==> src/rtl/pc_seq_pkg.sv <==
// Shared constants for the PC sequencer: sel code layout and default vector addresses.
package pc_seq_pkg;

  // Codes 0..N_TGT-1 select targets; the remaining codes are offsets above N_TGT.
  localparam int TGT_BASE = 0;
  localparam int VEC_BASE = 0;
  localparam int CALL_OFS = 3;
  localparam int RET_OFS  = 4;

  localparam int VEC0_DEFAULT = 22;
  localparam int VEC1_DEFAULT = 12;
  localparam int VEC2_DEFAULT = 200;

endpackage

==> src/rtl/pc_sequencer_return_stack.sv <==
// Circular return-address stack with saturating count; a push when full overwrites the oldest entry.
module return_stack #(
  parameter int WIDTH = 17,
  parameter int DEPTH = 4
) (
  input  logic             clk,
  input  logic             rst_n,
  input  logic             push,
  input  logic             pop,
  input  logic [WIDTH-1:0] push_data,
  output logic [WIDTH-1:0] top,
  output logic             empty,
  output logic             full
);

  localparam int PW = $clog2(DEPTH);
  localparam int CW = $clog2(DEPTH + 1);
  localparam logic [CW-1:0] CNT_MAX = CW'(DEPTH);

  logic [WIDTH-1:0] mem_q [DEPTH];
  logic [PW-1:0]    ptr_q, ptr_d;
  logic [CW-1:0]    cnt_q, cnt_d;
  logic             do_push_s, do_pop_s;

  // Next pointer and count; the pointer wraps naturally because DEPTH is a power of two.
  always_comb begin
    do_push_s = push;
    do_pop_s  = pop && !push && (cnt_q != CW'(0));
    ptr_d     = ptr_q;
    cnt_d     = cnt_q;
    if (do_push_s) begin
      ptr_d = ptr_q + PW'(1);
      if (cnt_q != CNT_MAX) begin
        cnt_d = cnt_q + CW'(1);
      end else begin
        cnt_d = cnt_q;
      end
    end else if (do_pop_s) begin
      ptr_d = ptr_q - PW'(1);
      cnt_d = cnt_q - CW'(1);
    end else begin
      ptr_d = ptr_q;
      cnt_d = cnt_q;
    end
  end

  // Pointer and count state.
  always_ff @(posedge clk or negedge rst_n) begin
    if (!rst_n) begin
      ptr_q <= '0;
      cnt_q <= '0;
    end else begin
      ptr_q <= ptr_d;
      cnt_q <= cnt_d;
    end
  end

  // Entry storage; contents are don't-care after reset.
  always_ff @(posedge clk) begin
    if (do_push_s) begin
      mem_q[ptr_q] <= push_data;
    end
  end

  assign top   = mem_q[ptr_q - PW'(1)];
  assign empty = (cnt_q == CW'(0));
  assign full  = (cnt_q == CNT_MAX);

endmodule

==> src/rtl/pc_sequencer.sv <==
// Registered program counter with target/vector redirect, call/return stack and stall-deferred redirect.
module pc_sequencer
  import pc_seq_pkg::*;
#(
  parameter int              PC_W      = 17,
  parameter int              N_TGT     = 4,
  parameter int              RAS_DEPTH = 4,
  parameter logic [PC_W-1:0] RESET_PC  = '0,
  parameter logic [PC_W-1:0] VEC0      = PC_W'(VEC0_DEFAULT),
  parameter logic [PC_W-1:0] VEC1      = PC_W'(VEC1_DEFAULT),
  parameter logic [PC_W-1:0] VEC2      = PC_W'(VEC2_DEFAULT)
) (
  input  logic                    clk,
  input  logic                    rst_n,
  input  logic                    stall,
  input  logic                    redirect_valid,
  input  logic [3:0]              sel,
  input  logic [N_TGT*PC_W-1:0]   targets,
  output logic [PC_W-1:0]         pc,
  output logic [PC_W-1:0]         pc_next,
  output logic                    redirect_pending,
  output logic                    ras_empty,
  output logic                    ras_full,
  output logic                    sel_err
);

  localparam int SEL_VEC  = N_TGT + VEC_BASE;
  localparam int SEL_CALL = N_TGT + CALL_OFS;
  localparam int SEL_RET  = N_TGT + RET_OFS;

  logic [PC_W-1:0] pc_q, pc_d, ptgt_q, ptgt_d;
  logic            pend_q, pend_d, sel_err_q, sel_err_d;
  logic [PC_W-1:0] pc_inc_s, tgt_s, resolved_s, ras_top_s;
  logic            push_s, pop_s, err_s;

  assign pc_inc_s = pc_q + PC_W'(1);

  // Pick targets[sel] using constant part-selects only.
  always_comb begin
    tgt_s = '0;
    for (int i = 0; i < N_TGT; i++) begin
      if (int'(sel) == TGT_BASE + i) begin
        tgt_s = targets[i*PC_W +: PC_W];
      end else begin
        tgt_s = tgt_s;
      end
    end
  end

  // Resolve the redirect target and the stack operation it implies.
  always_comb begin
    resolved_s = pc_inc_s;
    push_s     = 1'b0;
    pop_s      = 1'b0;
    err_s      = 1'b0;
    if (!redirect_valid) begin
      resolved_s = pc_inc_s;
    end else if (int'(sel) < TGT_BASE + N_TGT) begin
      resolved_s = tgt_s;
    end else if (int'(sel) == SEL_VEC) begin
      resolved_s = VEC0;
    end else if (int'(sel) == SEL_VEC + 1) begin
      resolved_s = VEC1;
    end else if (int'(sel) == SEL_VEC + 2) begin
      resolved_s = VEC2;
    end else if (int'(sel) == SEL_CALL) begin
      resolved_s = targets[PC_W-1:0];
      push_s     = 1'b1;
    end else if (int'(sel) == SEL_RET) begin
      if (ras_empty) begin
        err_s = 1'b1;
      end else begin
        resolved_s = ras_top_s;
        pop_s      = 1'b1;
      end
    end else begin
      err_s = 1'b1;
    end
  end

  // A stalled redirect is parked as pending (newest wins) and released on the first unstalled edge.
  always_comb begin
    pc_d      = pc_q;
    pend_d    = pend_q;
    ptgt_d    = ptgt_q;
    sel_err_d = err_s;
    if (!stall) begin
      if (redirect_valid) begin
        pc_d = resolved_s;
      end else if (pend_q) begin
        pc_d = ptgt_q;
      end else begin
        pc_d = pc_inc_s;
      end
      pend_d = 1'b0;
    end else begin
      pc_d = pc_q;
      if (redirect_valid) begin
        pend_d = 1'b1;
        ptgt_d = resolved_s;
      end else begin
        pend_d = pend_q;
      end
    end
  end

  // Sequencer state.
  always_ff @(posedge clk or negedge rst_n) begin
    if (!rst_n) begin
      pc_q      <= RESET_PC;
      pend_q    <= 1'b0;
      ptgt_q    <= '0;
      sel_err_q <= 1'b0;
    end else begin
      pc_q      <= pc_d;
      pend_q    <= pend_d;
      ptgt_q    <= ptgt_d;
      sel_err_q <= sel_err_d;
    end
  end

  return_stack #(
    .WIDTH (PC_W),
    .DEPTH (RAS_DEPTH)
  ) u_ras (
    .clk       (clk),
    .rst_n     (rst_n),
    .push      (push_s),
    .pop       (pop_s),
    .push_data (pc_inc_s),
    .top       (ras_top_s),
    .empty     (ras_empty),
    .full      (ras_full)
  );

  assign pc               = pc_q;
  assign pc_next          = pc_d;
  assign redirect_pending = pend_q;
  assign sel_err          = sel_err_q;

endmodule

==> config.mk <==
export PLATFORM = sky130hd
export DESIGN_NAME = pc_sequencer
export DESIGN_NICKNAME = d
export VERILOG_FILES = /design/src/rtl/pc_seq_pkg.sv /design/src/rtl/pc_sequencer_return_stack.sv /design/src/rtl/pc_sequencer.sv
export SDC_FILE = /design/constraint.sdc
export NUM_CORES = 1
export LEC_CHECK = 0
export BUFFER_PORTS_ARGS = -buffer_cell sky130_fd_sc_hd__buf_2
export CORE_MARGIN = 1.5
export CORE_UTILIZATION = 60
export CTS_CLUSTER_SIZE = 24
export DETAILED_ROUTE_END_ITERATION = 8
export HOLD_SLACK_MARGIN = 0.15
export PLACE_DENSITY_LB_ADDON = 0.3
export SLEW_MARGIN = 20
export SYNTH_ARGS = -nofsm -noshare
export SYNTH_HDL_FRONTEND = slang
export SYNTH_SLANG_ARGS = --single-unit
export TNS_END_PERCENT = 50
==> constraint.sdc <==
create_clock -name clk -period 6.19 [get_ports clk]
set_input_delay 1.238 -clock clk [delete_from_list [all_inputs] [get_ports clk]]
set_output_delay 1.238 -clock clk [all_outputs]
set_load 0.05 [all_outputs]
== Word level (Yosys, flattened, before mapping) ==
Memories as Yosys holds them, arrays and structs flattened.
Cells that the tools add are included.

* Flip-flop bits (word level): 41
* Memory bits (writable): 68
* Input bits: 76
* Output and inout port bits: 38
* Word-level logic and storage cells: 79
* Memories: 1

{| class="wikitable"
|+ Memory list
! name !! words !! bits a word !! rd ports !! clocked after memory_dff !! write ports !! RTL line !! RTL
|-
| u_ras.mem_q || 4 || 17 || 1 || 0 || 1 || pc_sequencer_return_stack.sv:20 || <nowiki>logic [WIDTH-1:0] mem_q [DEPTH];</nowiki>
|}

* $add $sub $neg: 5
* $lt $le $gt $ge: 1
* Eq/ne operators: 12
* Mux-type cells: 45
* Reductions and logical operators: 9

{| class="wikitable"
|+ Operators with widths
! kind !! number
|-
| $mux W17 || 14
|-
| $mux W1 || 26
|-
| $eq A4 B4 Y1 const B || 5
|-
| $add A17 B1 Y17 const B || 1
|-
| $mux W3 || 3
|-
| $eq A4 B3 Y1 const B || 2
|-
| $eq A4 B2 Y1 const B || 1
|-
| $logic_not A4 Y1 || 1
|-
| $lt A4 B3 Y1 const B || 1
|-
| $mux W2 || 2
|-
| $reduce_and A2 Y1 || 2
|-
| $add A3 B1 Y3 const B || 1
|-
| $eq A3 B3 Y1 const B || 1
|-
| $logic_not A3 Y1 || 1
|-
| $ne A3 B3 Y1 const B || 1
|-
| $reduce_bool A3 Y1 || 1
|-
| $sub A3 B1 Y3 const B || 1
|-
| $add A2 B1 Y2 const B || 1
|-
| $logic_and A1 B1 Y1 || 2
|-
| $ne A2 B1 Y1 const B || 1
|-
| $ne A2 B2 Y1 const B || 1
|-
| $reduce_bool A2 Y1 || 1
|-
| $sub A2 B1 Y2 const B || 1
|-
| $logic_not A1 Y1 || 1
|}

== Logic depth before layout (Yosys ltp) ==
* Word-level depth: 13
* Mapped depth: 10

== Modules after synthesis ==
A second synthesis with hierarchy kept.

* Cell total of the unflattened synthesis: 493
* Area total of the unflattened synthesis: 6,211.0 µm²

{| class="wikitable"
|+ Modules (own cells, without submodules)
! module !! instances !! cells an instance !! area each (µm²)
|-
| pc_sequencer || 1 || 361 || 3,311.9
|-
| return_stack || 1 || 132 || 2,899.0
|}

== Least setup slack after synthesis ==
OpenSTA, ideal clock, no wires.

* Path type: input port to output port
* Start point: input port sel[2]
* End point: output port pc_next[4]
* Arrival time: 3.354 ns
* Path slack: 1.598 ns
* Stages on the path: 8
* Buffers on the path: 2
* Path through: buf_2 or4b_4 o21ai_4 buf_6 o221ai_1 nand2_1 a31oi_1 a21oi_1

* Cells in the longest elaborated chain, start to end: 9

{| class="wikitable"
|+ RTL lines
! element !! RTL line !! RTL
|-
| start, declared || pc_sequencer.sv:17 || <nowiki>input logic [3:0] sel,</nowiki>
|-
| $eq A4 B4 Y1 || pc_sequencer.sv:69 || <nowiki>end else if (int'(sel) == SEL_RET) begin</nowiki>
|-
| $mux W17 || pc_sequencer.sv:69 ||
|-
| $mux W17 || pc_sequencer.sv:66 || <nowiki>end else if (int'(sel) == SEL_CALL) begin</nowiki>
|-
| $mux W17 || pc_sequencer.sv:64 || <nowiki>end else if (int'(sel) == SEL_VEC + 2) begin</nowiki>
|-
| $mux W17 || pc_sequencer.sv:62 || <nowiki>end else if (int'(sel) == SEL_VEC + 1) begin</nowiki>
|-
| $mux W17 || pc_sequencer.sv:60 || <nowiki>end else if (int'(sel) == SEL_VEC) begin</nowiki>
|-
| $mux W17 (*) || pc_sequencer.sv:58 || <nowiki>end else if (int'(sel) < TGT_BASE + N_TGT) begin</nowiki>
|-
| $mux W17 (*) || pc_sequencer.sv:88 || <nowiki>if (redirect_valid) begin</nowiki>
|-
| $mux W17 (*) || pc_sequencer.sv:87 || <nowiki>if (!stall) begin</nowiki>
|-
| end, declared || pc_sequencer.sv:20 || <nowiki>output logic [PC_W-1:0] pc_next,</nowiki>
|}

Every way passes the cells marked *; elsewhere a longest branch is shown, timed or not.

== Worst setup path after layout ==
* Start point: input port sel[0]
* End point: output port pc_next[3]

Same word-level chain as after synthesis.

==> flow_summary.toml <==
[outcome]
status = "finished clean"

[clocking]
cts.sinks = 109
cts_tree = "yes"
clkTransAtPathRegs_ns = 0.10
clock-root-buffer = "clkbuf_8"
h-tree-depth = 3
cts-resized-gates = 0
post_cts.repair.setup_buffers = 0
clk_path_buf_depth = 2
numCtsBuffers = 9
insertion_delay_ns = 0.38
ctsHoldBuffers = 0

[pwr]
leakagePower_nw = 2.63
power-per-cell-area_mw_per_mm2 = 350
peakVddDrop_mv = 0.169

[setup_path]
required_ns = 4.95
regToRegSetupSlack_ns = 3.39
cp.arrival_ns = 3.57
setup.worst_path.end_class = "output port"
r2r_start = "u_ras.ptr_q[1]"
r2r_end = "pc[3]"
path_class = "input port to output port"
path_max_fanout = 31
start_kind = "input port"
reg2reg_depth = 7

[logic_synthesis]
synth_top_flop_cell = "edfxtp_1"
yosysSeqAreaShare_pct = 52.6
netlist_area_mm2 = 0.00583
avgSynthCellArea_um2 = 12.8
synthArstFlopShare_pct = 37.6
ys_ff_latch = 109
synth.distinct_cells = 70
yosysWarnings = 0
synth_cells = 454
synth_nets = 536
synth_edf_count = 68

[worst_hold_path]
hold_end = "ptgt_q[6]"
hold_start = "ptgt_q[6]"
hold_depth = 2
hold_path.class = "register to register"

[die]
die-area_mm2 = 0.0103
io-pin-count = 114
rows = 35
die_w_um = 102
start_util_pct = 62.5
core_region_area_mm2 = 0.00933
die_y_um = 102

[timing]
setup_tns_ns = 0
slew_headroom_pct = 31.8
period_needed_ns = 4.81
setup_viol = 0
skew_ns = 0.0184
finalCritPeriodShare_pct = 77.7
tightest_slew_ns = 1.02
final-max-slew-violation-count = 0
rsz0062_at_grt = "false"
fmax_mhz = 208
finalHoldViolCount = 0

[routing]
dr_total_vias = 4568
dr.pass1.iters = 7
dr.first_iter.drc_count = 433
drc_errors = 0
postRouteWirelength_mm = 15.7
final_antenna_net_count = 0
wl_per_cell_um = 23.0
detail_route.vias_per_cell = 6.69

[final_layout]
antenna_cells = 0
layout-drive-gt1-share_pct = 34.3
syn2layout_area_growth_pct = 13.8
fill_cells = 666
fin_util_pct = 71.1
final_nets = 631

[global_route]
grt_pass1_wl_mm = 23.6
grt_pass1_vias = 4361
antenna_found_initial = 0
grtUsageTotal_pct = 31.7
grt_max_degree = 42
grt.overflow.total = 0

[placed_design]
port-buffer-count = 113
gp_congestion = 0.955
dp_hpwl_mm = 11.0

[flow_run]
max_cap_viol_count = 0
-- cells in the final DEF (no fill, tap or decap), types with 8 or more instances in the layout --
cell,n
o221ai_1,12
dfrtp_1,41
o21ai_0,10
xnor2_1,8
edfxtp_1,68
nand2_1,43
nor2_1,25
nor3_1,9
o21ai_1,18
clkbuf_8,9
o22ai_1,8
buf_2,113
xor2_1,8
a21oi_1,19
mux4_2,34
-- state kept, by name (all words and copies together), names as in the netlist --
name / flops
pc: 17
ptgt_q: 17
redirect_pending: 1
sel_err: 1
u_ras.cnt_q: 3
u_ras.mem_q: 68
u_ras.ptr_q: 2
-- power by group --
| part | switching (mW) | total, mW | internal (mW) |
|---|---|---|---|
| Sequential | 0.0863 | 0.961 | 0.875 |
| Combinational | 0.591 | 0.923 | 0.332 |
| Clock | 0.255 | 0.435 | 0.179 |
| Total | 0.933 | 2.32 | 1.39 |
-- critical path, cell delays in order --
cell	delay, ns
buf_2	0.60
and4b_1	0.44
a21oi_1	0.13
a221o_1	0.37
a22oi_1	0.25
a21oi_1	0.12
a21o_1	0.20
buf_2	0.21
-- final cells by class --
| class | instances | area [µm²] | share of cell area, % |
|---|---|---|---|
| clock buffer | 11 | 153 | 2.30 |
| tap | 129 | 161 | 2.43 |
| multi-input combinational | 305 | 2590 | 39.1 |
| sequential | 109 | 3070 | 46.2 |
| timing repair buffer | 114 | 573 | 8.64 |
| clock inverter | 5 | 46.3 | 0.698 |
| inverter | 10 | 37.5 | 0.566 |
-- worst max path at each step --
stage | start | endpoint
finish | sel[0] | pc_next[3]
global route | sel[0] | pc_next[3]
detailed placement | sel[0] | pc_next[3]
CTS | sel[0] | pc_next[3]
global placement | sel[0] | pc_next[8]
floorplan | sel[2] | pc_next[4]
-- synth_stat cells (all sizes together), types with 2 or more instances --
library cell | instances | area share [%]
a31oi | 7 | 0.75
edfxtp | 68 | 35
a21oi | 19 | 1.6
o21ai | 29 | 2.7
a221o | 2 | 0.34
mux2i | 4 | 0.69
xnor2 | 9 | 1.5
and4 | 2 | 0.30
nor2 | 27 | 1.9
a22o | 2 | 0.30
o31a | 2 | 0.30
o22a | 2 | 0.30
a22oi | 5 | 0.64
and3 | 6 | 0.67
mux4 | 34 | 13
o221a | 2 | 0.39
nand2b | 5 | 0.54
or3 | 2 | 0.21
o221ai | 12 | 1.8
a2bb2oi | 6 | 0.90
or2 | 3 | 0.32
a21boi | 2 | 0.26
nor2b | 2 | 0.21
and2 | 2 | 0.21
o22ai | 8 | 0.86
xor2 | 8 | 1.2
o21a | 2 | 0.26
a32oi | 2 | 0.30
ha | 5 | 1.1
dfrtp | 41 | 18
nand4 | 4 | 0.79
mux2 | 5 | 0.97
buf | 10 | 0.97
nor4 | 4 | 1.2
nor3b | 3 | 0.39
a21o | 4 | 0.52
inv | 10 | 0.64
clkbuf | 20 | 1.3
nand2 | 43 | 2.8
nand3 | 8 | 0.90
nor3 | 9 | 0.77
-- kinds of logic (layout without fill, tap and decap cells) --
family                   count (synthesis)  count (layout)  share of synthesized area [%]
flip-flops                             109             109                           52.6
AND/OR/NAND/NOR                        125             125                           12.1
multiplexers                            43              43                           14.8
AO/OA/AOI/OAI                          114             114                           13.5
buffers and inverters                   40             140                           2.90
adder cells (fa/ha/maj)                  6               6                           1.42
XOR/XNOR                                17              17                           2.68
-- per-stage QoR --
step	cell area (µm²)	power [mW]	hold slack, ns	worst slack (ns)	std cells
after floorplan	5830	1.64	0.435	1.60	454
after global placement	6430	1.86	0.460	1.45	667
after detailed placement	6430	1.89	0.465	1.38	667
after CTS	6630	2.32	0.494	1.39	683
after global routing	6630	2.42	0.515	1.22	683
final	6630	2.32	0.485	1.38	683
-- layer usage --
| layer | global-route usage, % | up-vias | share of wire (%) |
|---|---|---|---|
| met5 | 0 | - | 0 |
| met4 | 15.7 | 0 | 4.8 |
| met3 | 5.87 | 51 | 9.0 |
| met2 | 52.0 | 314 | 49 |
| met1 | 41.0 | 2234 | 37 |
| li1 | - | 1969 | - |
No activity file was read; power rests on OpenSTA's default activity.
